`src/rtl/serial_tx_pkg.sv`:
```
// Shared definitions for the serial pattern transmitter: default widths and FSM state encodings.
package serial_tx_pkg;

    localparam int PAT_W_DEF = 8;
    localparam int LEN_W_DEF = 4;
    localparam int CNT_W_DEF = 4;
    localparam int GAP_W_DEF = 4;

    localparam logic [1:0] ST_IDLE = 2'd0;
    localparam logic [1:0] ST_SEND = 2'd1;
    localparam logic [1:0] ST_GAP  = 2'd2;
    localparam logic [1:0] ST_DONE = 2'd3;

    typedef enum logic [1:0] {
        IDLE = ST_IDLE,
        SEND = ST_SEND,
        GAP  = ST_GAP,
        DONE = ST_DONE
    } state_e;

endpackage

```
`src/rtl/serial_pattern_tx_if.sv`:
```
// Request/stream bundle of the serial pattern transmitter.
// The master side issues transfers; the slave side is the transmitter.
interface serial_pattern_tx_if
    import serial_tx_pkg::*;
#(
    parameter int PAT_W = PAT_W_DEF,
    parameter int LEN_W = LEN_W_DEF,
    parameter int CNT_W = CNT_W_DEF,
    parameter int GAP_W = GAP_W_DEF
) ();

    logic             start_valid;
    logic             start_ready;
    logic [PAT_W-1:0] pattern;
    logic [LEN_W-1:0] len;
    logic [CNT_W-1:0] repeat_n;
    logic [GAP_W-1:0] gap;
    logic             abort;
    logic             x;
    logic             x_valid;
    logic             busy;
    logic             done;

    modport master (
        output start_valid, pattern, len, repeat_n, gap, abort,
        input  start_ready, x, x_valid, busy, done
    );

    modport slave (
        input  start_valid, pattern, len, repeat_n, gap, abort,
        output start_ready, x, x_valid, busy, done
    );

endinterface

```
`src/rtl/piso_shift_reg.sv`:
```
// Parallel-in serial-out register, MSB-first over a len-bit field.
// bit_o is the bit that goes out in the cycle after a load or shift edge,
// so the caller can register it directly as the serial output.
module piso_shift_reg
    import serial_tx_pkg::*;
#(
    parameter int PAT_W = PAT_W_DEF,
    parameter int LEN_W = LEN_W_DEF
) (
    input  logic             clk,
    input  logic             rst,
    input  logic             load,
    input  logic             shift_en,
    input  logic [PAT_W-1:0] data,
    input  logic [LEN_W-1:0] len,
    output logic             bit_o
);

    logic [PAT_W-1:0] aligned_s;
    logic [PAT_W-1:0] shreg_d;
    logic [PAT_W-1:0] shreg_q;

    // Left-align the used field, pick the outgoing bit and compute the remaining bits.
    always_comb begin
        aligned_s = data << (LEN_W'(PAT_W) - len);
        if (load) begin
            bit_o   = aligned_s[PAT_W-1];
            shreg_d = {aligned_s[PAT_W-2:0], 1'b0};
        end else if (shift_en) begin
            bit_o   = shreg_q[PAT_W-1];
            shreg_d = {shreg_q[PAT_W-2:0], 1'b0};
        end else begin
            bit_o   = shreg_q[PAT_W-1];
            shreg_d = shreg_q;
        end
    end

    // Shift register storage, cleared by reset.
    always_ff @(posedge clk) begin
        if (rst) begin
            shreg_q <= {PAT_W{1'b0}};
        end else begin
            shreg_q <= shreg_d;
        end
    end

endmodule

```
`src/rtl/serial_pattern_tx.sv`:
```
// Serial pattern transmitter: sends a captured pattern MSB-first for
// repeat_n+1 passes with optional idle gaps, then pulses done.
module serial_pattern_tx
    import serial_tx_pkg::*;
#(
    parameter int PAT_W = PAT_W_DEF,
    parameter int LEN_W = LEN_W_DEF,
    parameter int CNT_W = CNT_W_DEF,
    parameter int GAP_W = GAP_W_DEF
) (
    input  logic               clk,
    input  logic               rst,
    serial_pattern_tx_if.slave bus
);

    state_e           state_d, state_q;
    logic [PAT_W-1:0] pat_d, pat_q;
    logic [LEN_W-1:0] len_d, len_q;
    logic [CNT_W-1:0] rep_d, rep_q;
    logic [GAP_W-1:0] gap_cfg_d, gap_cfg_q;
    logic [GAP_W-1:0] gap_cnt_d, gap_cnt_q;
    logic [LEN_W-1:0] idx_d, idx_q;
    logic             x_d, x_q;
    logic             x_valid_d, x_valid_q;
    logic             busy_d, busy_q;
    logic             done_d, done_q;

    logic [LEN_W-1:0] len_clamp_s;
    logic             piso_load_s;
    logic             piso_shift_s;
    logic [PAT_W-1:0] piso_data_s;
    logic [LEN_W-1:0] piso_len_s;
    logic             piso_bit_s;

    piso_shift_reg #(
        .PAT_W (PAT_W),
        .LEN_W (LEN_W)
    ) u_piso (
        .clk      (clk),
        .rst      (rst),
        .load     (piso_load_s),
        .shift_en (piso_shift_s),
        .data     (piso_data_s),
        .len      (piso_len_s),
        .bit_o    (piso_bit_s)
    );

    // Next-state, counter and registered-output logic of the transfer FSM.
    always_comb begin
        state_d      = state_q;
        pat_d        = pat_q;
        len_d        = len_q;
        rep_d        = rep_q;
        gap_cfg_d    = gap_cfg_q;
        gap_cnt_d    = gap_cnt_q;
        idx_d        = idx_q;
        x_d          = 1'b0;
        x_valid_d    = 1'b0;
        busy_d       = 1'b0;
        done_d       = 1'b0;
        piso_load_s  = 1'b0;
        piso_shift_s = 1'b0;
        // Oversized lengths are clamped to the pattern width.
        len_clamp_s  = (bus.len > LEN_W'(PAT_W)) ? LEN_W'(PAT_W) : bus.len;
        // A fresh request loads from the bus; later passes reload the captured copy.
        piso_data_s  = (state_q == IDLE) ? bus.pattern : pat_q;
        piso_len_s   = (state_q == IDLE) ? len_clamp_s : len_q;

        if (bus.abort && (state_q != IDLE)) begin
            state_d = IDLE;
        end else begin
            case (state_q)
                IDLE: begin
                    if (bus.start_valid && !bus.abort) begin
                        pat_d     = bus.pattern;
                        len_d     = len_clamp_s;
                        rep_d     = bus.repeat_n;
                        gap_cfg_d = bus.gap;
                        idx_d     = {LEN_W{1'b0}};
                        if (len_clamp_s == {LEN_W{1'b0}}) begin
                            state_d = DONE;
                            done_d  = 1'b1;
                        end else begin
                            state_d     = SEND;
                            piso_load_s = 1'b1;
                            x_d         = piso_bit_s;
                            x_valid_d   = 1'b1;
                            busy_d      = 1'b1;
                        end
                    end else begin
                        state_d = IDLE;
                    end
                end
                SEND: begin
                    if (idx_q != (len_q - LEN_W'(1))) begin
                        piso_shift_s = 1'b1;
                        x_d          = piso_bit_s;
                        x_valid_d    = 1'b1;
                        busy_d       = 1'b1;
                        idx_d        = idx_q + LEN_W'(1);
                    end else if (rep_q != {CNT_W{1'b0}}) begin
                        rep_d = rep_q - CNT_W'(1);
                        if (gap_cfg_q != {GAP_W{1'b0}}) begin
                            state_d   = GAP;
                            gap_cnt_d = gap_cfg_q;
                            busy_d    = 1'b1;
                        end else begin
                            // Back-to-back pass: next pass's first bit follows immediately.
                            piso_load_s = 1'b1;
                            x_d         = piso_bit_s;
                            x_valid_d   = 1'b1;
                            busy_d      = 1'b1;
                            idx_d       = {LEN_W{1'b0}};
                        end
                    end else begin
                        state_d = DONE;
                        done_d  = 1'b1;
                    end
                end
                GAP: begin
                    if (gap_cnt_q == GAP_W'(1)) begin
                        state_d     = SEND;
                        piso_load_s = 1'b1;
                        x_d         = piso_bit_s;
                        x_valid_d   = 1'b1;
                        busy_d      = 1'b1;
                        idx_d       = {LEN_W{1'b0}};
                    end else begin
                        gap_cnt_d = gap_cnt_q - GAP_W'(1);
                        busy_d    = 1'b1;
                    end
                end
                DONE: begin
                    state_d = IDLE;
                end
                default: begin
                    state_d = IDLE;
                end
            endcase
        end
    end

    // State, captured fields, counters and outputs; reset clears everything.
    always_ff @(posedge clk) begin
        if (rst) begin
            state_q   <= IDLE;
            pat_q     <= {PAT_W{1'b0}};
            len_q     <= {LEN_W{1'b0}};
            rep_q     <= {CNT_W{1'b0}};
            gap_cfg_q <= {GAP_W{1'b0}};
            gap_cnt_q <= {GAP_W{1'b0}};
            idx_q     <= {LEN_W{1'b0}};
            x_q       <= 1'b0;
            x_valid_q <= 1'b0;
            busy_q    <= 1'b0;
            done_q    <= 1'b0;
        end else begin
            state_q   <= state_d;
            pat_q     <= pat_d;
            len_q     <= len_d;
            rep_q     <= rep_d;
            gap_cfg_q <= gap_cfg_d;
            gap_cnt_q <= gap_cnt_d;
            idx_q     <= idx_d;
            x_q       <= x_d;
            x_valid_q <= x_valid_d;
            busy_q    <= busy_d;
            done_q    <= done_d;
        end
    end

    assign bus.start_ready = (state_q == IDLE) && !rst;
    assign bus.x           = x_q;
    assign bus.x_valid     = x_valid_q;
    assign bus.busy        = busy_q;
    assign bus.done        = done_q;

endmodule

```
`src/flat_wrapper.sv`:
```
// flat-port wrapper written by rule: the top's interface ports become plain ports
module serial_pattern_tx_flat import serial_tx_pkg::*;
#(
    parameter int PAT_W = PAT_W_DEF,
    parameter int LEN_W = LEN_W_DEF,
    parameter int CNT_W = CNT_W_DEF,
    parameter int GAP_W = GAP_W_DEF
)
  (clk, rst, bus_start_valid, bus_pattern, bus_len, bus_repeat_n, bus_gap, bus_abort, bus_start_ready, bus_x, bus_x_valid, bus_busy, bus_done);
  serial_pattern_tx_if #(.PAT_W(PAT_W), .LEN_W(LEN_W), .CNT_W(CNT_W), .GAP_W(GAP_W)) bus_i ();
  input  logic clk;
  input  logic rst;
  input wire logic [$bits(bus_i.start_valid)-1:0] bus_start_valid;
  input wire logic [$bits(bus_i.pattern)-1:0] bus_pattern;
  input wire logic [$bits(bus_i.len)-1:0] bus_len;
  input wire logic [$bits(bus_i.repeat_n)-1:0] bus_repeat_n;
  input wire logic [$bits(bus_i.gap)-1:0] bus_gap;
  input wire logic [$bits(bus_i.abort)-1:0] bus_abort;
  output wire logic [$bits(bus_i.start_ready)-1:0] bus_start_ready;
  output wire logic [$bits(bus_i.x)-1:0] bus_x;
  output wire logic [$bits(bus_i.x_valid)-1:0] bus_x_valid;
  output wire logic [$bits(bus_i.busy)-1:0] bus_busy;
  output wire logic [$bits(bus_i.done)-1:0] bus_done;
  assign bus_i.start_valid = bus_start_valid;
  assign bus_i.pattern = bus_pattern;
  assign bus_i.len = bus_len;
  assign bus_i.repeat_n = bus_repeat_n;
  assign bus_i.gap = bus_gap;
  assign bus_i.abort = bus_abort;
  assign bus_start_ready = bus_i.start_ready;
  assign bus_x = bus_i.x;
  assign bus_x_valid = bus_i.x_valid;
  assign bus_busy = bus_i.busy;
  assign bus_done = bus_i.done;
  serial_pattern_tx #(.PAT_W(PAT_W), .LEN_W(LEN_W), .CNT_W(CNT_W), .GAP_W(GAP_W)) u_core (.clk(clk), .rst(rst), .bus(bus_i));
endmodule
```
`config.mk`:
```
export PLATFORM = sky130hd
export DESIGN_NAME = serial_pattern_tx_flat
export DESIGN_NICKNAME = d
export VERILOG_FILES = /design/src/rtl/serial_tx_pkg.sv /design/src/rtl/serial_pattern_tx_if.sv /design/src/rtl/piso_shift_reg.sv /design/src/rtl/serial_pattern_tx.sv /design/src/flat_wrapper.sv
export SDC_FILE = /design/constraint.sdc
export NUM_CORES = 1
export LEC_CHECK = 0
export ABC_AREA = 1
export CAP_MARGIN = 40
export CORE_MARGIN = 5
export CORE_UTILIZATION = 52
export CTS_CLUSTER_DIAMETER = 60
export DETAILED_ROUTE_END_ITERATION = 7
export PLACE_DENSITY = 0.73
export SYNTH_ARGS = -nofsm -noshare
export SYNTH_HDL_FRONTEND = slang
export SYNTH_SLANG_ARGS = --single-unit
```
`constraint.sdc`:
```
create_clock -name clk -period 2.8 [get_ports clk]
set_input_delay 0.28 -clock clk [delete_from_list [all_inputs] [get_ports clk]]
set_output_delay 0.28 -clock clk [all_outputs]
set_load 0.01 [all_outputs]
```
==> run summary, run 1 <==
Fin crit period - 2.488 ns
Residual DRC - 0
Top Ports - 29
# fillers - 507
Share of layout cells above drive strength 1 - 6.223%
Area delta synth->final - 16.69%
Synth area leader - dfxtp_1
Synth unique cells - 29
Commonest cells after routing, fill and taps aside - nand2_1, inv_1, o21ai_0, dfxtp_1, nand3_1
Mean Syn Cell Area - 6.207 µm²
Peak Freq - 402.0 MHz
Critical Path RT - 3.03 ns
Synth Cell Area - 0.002706 mm²
Port bufs - 28
Final Wtd Congestion - 1.026
Clock-pin slew on the worst setup and hold paths - 0.08 ns
Routed Antenna Nets - 0
Initial antenna violation count - 0
WS Path Type - flop to flop
# nets final - 501
Final WL - 6.471 mm
Status - finished, final reports clean
Total negative slack - 0 ns
RSZ-0062 raised after global routing - no
Synth top area share - 30.33%
Top cells by area, synth - dfxtp_1, nand2_1, o21ai_0
Critical path startpoint category - flop
CP arrival - 2.72 ns
Worst path cell trace - inv_1 -> ha_2 -> nand3_2 -> nand2_2 -> inv_2 -> ha_1 -> clkinv_1 -> nand2_1 -> nand2_1 -> nand2_1 -> nand2_1 -> o21ai_0 -> nand2_1 -> nor2_1
Setup violators final - 0
Worst-Skew Late Latency - 0.30 ns
Warning count from the yosys run - 0
Cell Pwr Density - 800.9 mW/mm²
Via density - 5.144
Crit-path max cell delay - 0.39 ns
Synth Instances - 436
Crit path capture type - flop
Final Hold Vio Count - 0
Num rows - 26
Critical Path Slowest Stage Cell - ha_1
Root buf cell - clkbuf_8
GRT Total Usage - 21.56%
Power Total - 2.529 mW
Most numerous cell on the critical path - nand2_1
Initial Util - 53.33%
Die Height - 82.14 µm
Initial drt markers - 163
Final Slew Violations - 0
Slew at the pin closest to its max-slew limit - 0.4937 ns
WL per Instance - 12.07 µm
H-tree depth - 2
First-pass GRT wire length - 11.33 mm
Post-synthesis sequential area ratio - 30.33%
Pin count of the biggest net entering global routing - 25
# diodes - 0
Router iterations before antenna repair - 4
TritonCTS buffer count - 5
Crit share post-route - 88.85%
Clk_skew - 0.009582 ns
Worst R2R Path Depth - 14
Total die area - 0.006747 mm²
Register bit total from synthesis - 41
Leakage Power - 1.497 nW
Remaining global-route overflow - 0
Crit path max fanout - 9
Clk buf depth - 2
CTS tree - built
CTS sink cnt - 41
DPL Wire Length - 4.869 mm
Worst min-delay path class - flop to flop
Most common cell after layout, fill and taps aside - nand2_1
Slew margin rel. - 66.99%
Core Area - 0.005075 mm²
Max IR drop VDD - 0.5009 mV
Post-Syn Nets - 472
Vias - 2757
Die X - 82.14 µm
Hold depth - 2
Max-Cap Viols - 0
Vias in the first global route - 2571
## worst paths after layout
| path | from | endpoint | slack, ns |
|---|---|---|---|
| worst max-delay path | u_core.state_q[0] | u_core.bus.x | 0.31 |
| worst min register to register | u_core.pat_q[7] | u_core.pat_q[7] | 0.45 |
| worst max register to register | u_core.state_q[0] | u_core.bus.x | 0.31 |
| worst min-delay path | u_core.pat_q[7] | u_core.pat_q[7] | 0.45 |
## kinds of logic (layout without fill, tap and decap cells)
kind of cell,count (synthesis),count (layout),synth area share (%)
AOI/OAI and AO/OA,83,83,16.00
xor gates and xnor gates,5,5,1.618
adders and majority gates,12,12,5.548
buffers and inverters,73,103,10.86
DFF,41,41,30.33
and+or+nand+nor,222,222,35.65
## sequential cells by signal, indices dropped and copies added (netlist names)
register,count
u_core.bus.done,1
u_core.bus.x,1
u_core.u_piso.shreg_q,7
u_core.rep_q,4
u_core.bus.busy,1
u_core.pat_q,8
u_core.len_q,4
u_core.gap_cnt_q,4
u_core.state_q,2
u_core.gap_cfg_q,4
u_core.bus.x_valid,1
u_core.idx_q,4
## per-layer routing
metal	vias to the layer above	track usage [%]	part of all wire [%]
met5	-	0	0
met4	0	7.807	2.4
met3	14	4.881	5.1
met2	66	36.67	47
met1	1225	26.56	46
li1	1452	-	-
## where the power goes
| part | switching (mW) | internal (mW) |
|---|---|---|
| combinational | 0.806 | 0.488 |
| sequential | 0.0740 | 0.733 |
| clock | 0.205 | 0.223 |
| total | 1.09 | 1.44 |
## synth_stat cells (all sizes together)
cell type / count
nor2: 41
inv: 59
xor2: 4
or2: 1
nand3b: 6
a21oi: 32
dfxtp: 41
ha: 12
nand3: 44
nand2: 122
a21boi: 2
buf: 5
clkbuf: 7
nand4: 3
o22ai: 1
clkinv: 2
nor3: 5
xnor2: 1
a211oi: 3
o21ai: 45
## worst max-delay path: cells and delay by family, from the launching register on
family / cells / cell delay [ns]
and+or+nand+nor: 8 / 0.79
buffers and inverters: 3 / 0.44
AOI/OAI and AO/OA: 1 / 0.14
adders and majority gates: 2 / 0.71
DFF: 1 / 0.33
## through the flow
stage / std cells / hold WS (ns) / area (µm²) / utilization [%] / setup WS, ns
final: 536 / 0.4531 / 3158 / 62.23 / 0.3122
after global placement: 528 / 0.4362 / 3054 / 60.18 / 0.3333
after CTS: 536 / 0.4577 / 3156 / 62.18 / 0.2428
after global routing: 536 / 0.4795 / 3158 / 62.23 / 0.06706
after floorplan: 436 / 0.3491 / 2706 / - / 0.5164
after detailed placement: 528 / 0.4452 / 3054 / 60.18 / 0.2900
## final cells by class
| type | count | area, µm² | share of cell area (%) |
|---|---|---|---|
| repair buffers | 34 | 325.3 | 10.30 |
| flip-flops and latches | 41 | 820.8 | 25.99 |
| inverters | 61 | 229.0 | 7.250 |
| clock inverters | 1 | 5.005 | 0.1585 |
| clock buffers | 7 | 96.34 | 3.051 |
| multi-input cells | 322 | 1594 | 50.48 |
| well taps | 70 | 87.58 | 2.773 |
## timing repair
action | 4_1_cts | 5_1_grt
hold buffers | 0 | 0
gates resized for setup | 0 | 1
endpoints found under the setup margin | 0 | 4
setup buffers | 0 | 0
No activity file was read; power rests on OpenSTA's default activity.
==> inputs of run 2 (changes only) <==
--- a/config.mk
+++ b/config.mk
@@ -8,10 +8,10 @@
 export ABC_AREA = 1
 export CAP_MARGIN = 40
 export CORE_MARGIN = 5
-export CORE_UTILIZATION = 52
+export CORE_UTILIZATION = 51
 export CTS_CLUSTER_DIAMETER = 60
 export DETAILED_ROUTE_END_ITERATION = 7
-export PLACE_DENSITY = 0.73
+export PLACE_DENSITY = 0.75
 export SYNTH_ARGS = -nofsm -noshare
 export SYNTH_HDL_FRONTEND = slang
 export SYNTH_SLANG_ARGS = --single-unit
==> constraint.sdc (replaced) <==
create_clock -name clk -period 2.17 [get_ports clk]
set_input_delay 0.217 -clock clk [delete_from_list [all_inputs] [get_ports clk]]
set_output_delay 0.217 -clock clk [all_outputs]
set_load 0.01 [all_outputs]
==> run 2 against run 1 <==
Effect of this change:
- wire length grew 4.9%
- die area grew 1.7%
- first-iteration DRC count up 13%
- core utilization is 1.8 points higher
- maximum frequency increased by 21%
- largest power group unchanged
- critical endpoint is now u_core.gap_cnt_q[0]
- power up 33%
- design area rose by 4.2%
- highest routed layer unchanged
==> run summary, run 2 (synthesis results as in run 1) <==
Vias - 2784
Root buf cell - clkbuf_8
Final instance area - 0.003292 mm²
Fin cells - 551
Crit Reg-Reg Startpoint - u_core.len_q[1]
Clk pwr share - 14.8%
Fin crit period - 2.053 ns
WS Path Type - flop to flop
FF/Latch Area - 820.8 µm²
Placed cell count - 540
Worst-Skew Late Latency - 0.30 ns
Remaining global-route overflow - 0
CTS sink cnt - 41
CP startpoint - u_core.len_q[1]
Reg2reg setup slack - 0.12 ns
Critical Path RT - 2.36 ns
Router iterations before antenna repair - 4
Slew at the pin closest to its max-slew limit - 0.4562 ns
R2r endpoint - u_core.gap_cnt_q[0]
WL per Instance - 12.32 µm
Clk_skew - 0.006079 ns
Initial Util - 52.65%
Top Ports - 29
Core Area - 0.005140 mm²
Routed Antenna Nets - 0
Peak Freq - 487.1 MHz
Num rows - 26
CP arrival - 2.24 ns
Final Hold Vio Count - 0
Clock-pin slew on the worst setup and hold paths - 0.08 ns
Max reg flops - 8
Worst min-delay path class - flop to flop
Gate power share - 54.1%
Internal power - 1.921 mW
Critical path startpoint category - flop
Max-Cap Viols - 0
Crit path capture type - flop
H-tree depth - 2
# diodes - 0
CTS tree - built
Cell Pwr Density - 1023 mW/mm²
Vias in the first global route - 2615
Final Slew Violations - 0
Slew margin rel. - 69.50%
Via density - 5.053
Status - finished, final reports clean
Leakage Power - 1.570 nW
Area of the multi-input gates - 0.001619 mm²
Worst R2R Path Depth - 10
DPL Wire Length - 5.196 mm
# fillers - 483
Initial antenna violation count - 0
Die Height - 82.85 µm
TritonCTS buffer count - 5
Final WL - 6.786 mm
Crit path max fanout - 8
Crit share post-route - 94.61%
Final Wtd Congestion - 0.9294
First-pass GRT wire length - 11.48 mm
# nets final - 516
Post-route worst setup slack - 0.1169 ns
Pre-CTS setup slack - 0.03995 ns
Regs by FF count - u_core.pat_q: 8 flops, u_core.u_piso.shreg_q: 7 flops
Initial drt markers - 184
Residual DRC - 0
Commonest cells after routing, fill and taps aside - nand2_1, inv_1, o21ai_0, dfxtp_1, nand3_1
Max IR drop VDD - 0.5175 mV
Area delta synth->final - 21.64%
Die X - 82.85 µm
DP Area - 0.003171 mm²
Psw - 1.445 mW
Port bufs - 28
Pin count of the biggest net entering global routing - 29
Worst Setup EP - u_core.gap_cnt_q[0]
Most common cell after layout, fill and taps aside - nand2_1
RSZ-0062 raised after global routing - yes
Setup violators final - 0
Share of layout cells above drive strength 1 - 9.979%
Switching Share - 42.94%
Share of total power in sequential cells - 31.1%
GRT Total Usage - 19.92%
Total die area - 0.006863 mm²
Top reg by flops - u_core.pat_q
Clk buf depth - 2
run 2: changes by cell type in the layout (fill, tap and decap cells not counted), sizes merged:
cell / delta
clkbuf: -1
buf: +15
inv: +1
run 2: how the worst min path moves through the flow:
stage                                     endpoint             from  slack, ns  cells past startpoint
after floorplan           u_core.u_piso.shreg_q[1]              rst       0.29                      1
after global placement             u_core.pat_q[0]  u_core.pat_q[0]       0.44                      2
after detailed placement           u_core.pat_q[1]  u_core.pat_q[1]       0.45                      2
after CTS                          u_core.pat_q[1]  u_core.pat_q[1]       0.46                      2
after global routing               u_core.pat_q[6]  u_core.pat_q[6]       0.48                      2
final                              u_core.pat_q[7]  u_core.pat_q[7]       0.46                      2
run 2: cell type report:
class                      instances  share of cell area [%]
clock buffer                       6                   2.204
clock inverter                     2                  0.3041
inverter                          61                   7.032
multi-input combinational        322                   49.18
sequential                        41                   24.93
tap                               70                   2.661
timing repair buffer              49                   13.68
run 2: through the flow:
stage | util, % | setup TNS [ns] | power, mW | hold WS, ns
finish | 64.05 | 0 | 3.367 | 0.4568
global placement | 61.68 | 0 | 2.784 | 0.4367
detailed placement | 61.68 | 0 | 2.811 | 0.4465
floorplan | - | 0 | 2.338 | 0.2861
global route | 64.05 | -0.1494 | 3.690 | 0.4818
CTS | 63.29 | 0 | 3.326 | 0.4586
run 2: power groups by stage:
| stage | registers (mW) | clock network, mW | logic, mW |
|---|---|---|---|
| final | 1.05 | 0.500 | 1.82 |
| after global routing | 1.07 | 0.545 | 2.08 |
| after CTS | 1.04 | 0.516 | 1.77 |
| after detailed placement | 1.06 | 0 | 1.75 |
| after global placement | 1.05 | 0 | 1.73 |
| after floorplan | 1.05 | 0 | 1.29 |
run 2: what timing repair did:
action	in CTS	in global routing
hold buffers	0	0
setup endpoints to repair	0	9
gates resized for setup	0	6
buffers inserted	0	3
run 2: worst max-delay path, cell delays in order, from the launching register on:
cell and delay (ns):
dfxtp_1 0.37, inv_1 0.09, ha_1 0.29, xor2_1 0.14, nand2_1 0.06, nor2_1 0.18, nand2_1 0.11, nand2_1 0.18
nand3_2 0.20, o21ai_0 0.24, a21oi_1 0.07
run 2: routing by layer:
layer	GRT usage, %	vias up	share of wire, %
met5	0	-	0
met4	5.349	0	0.78
met3	3.861	5	4.4
met2	34.55	57	47
met1	25.14	1232	48
li1	-	1490	-
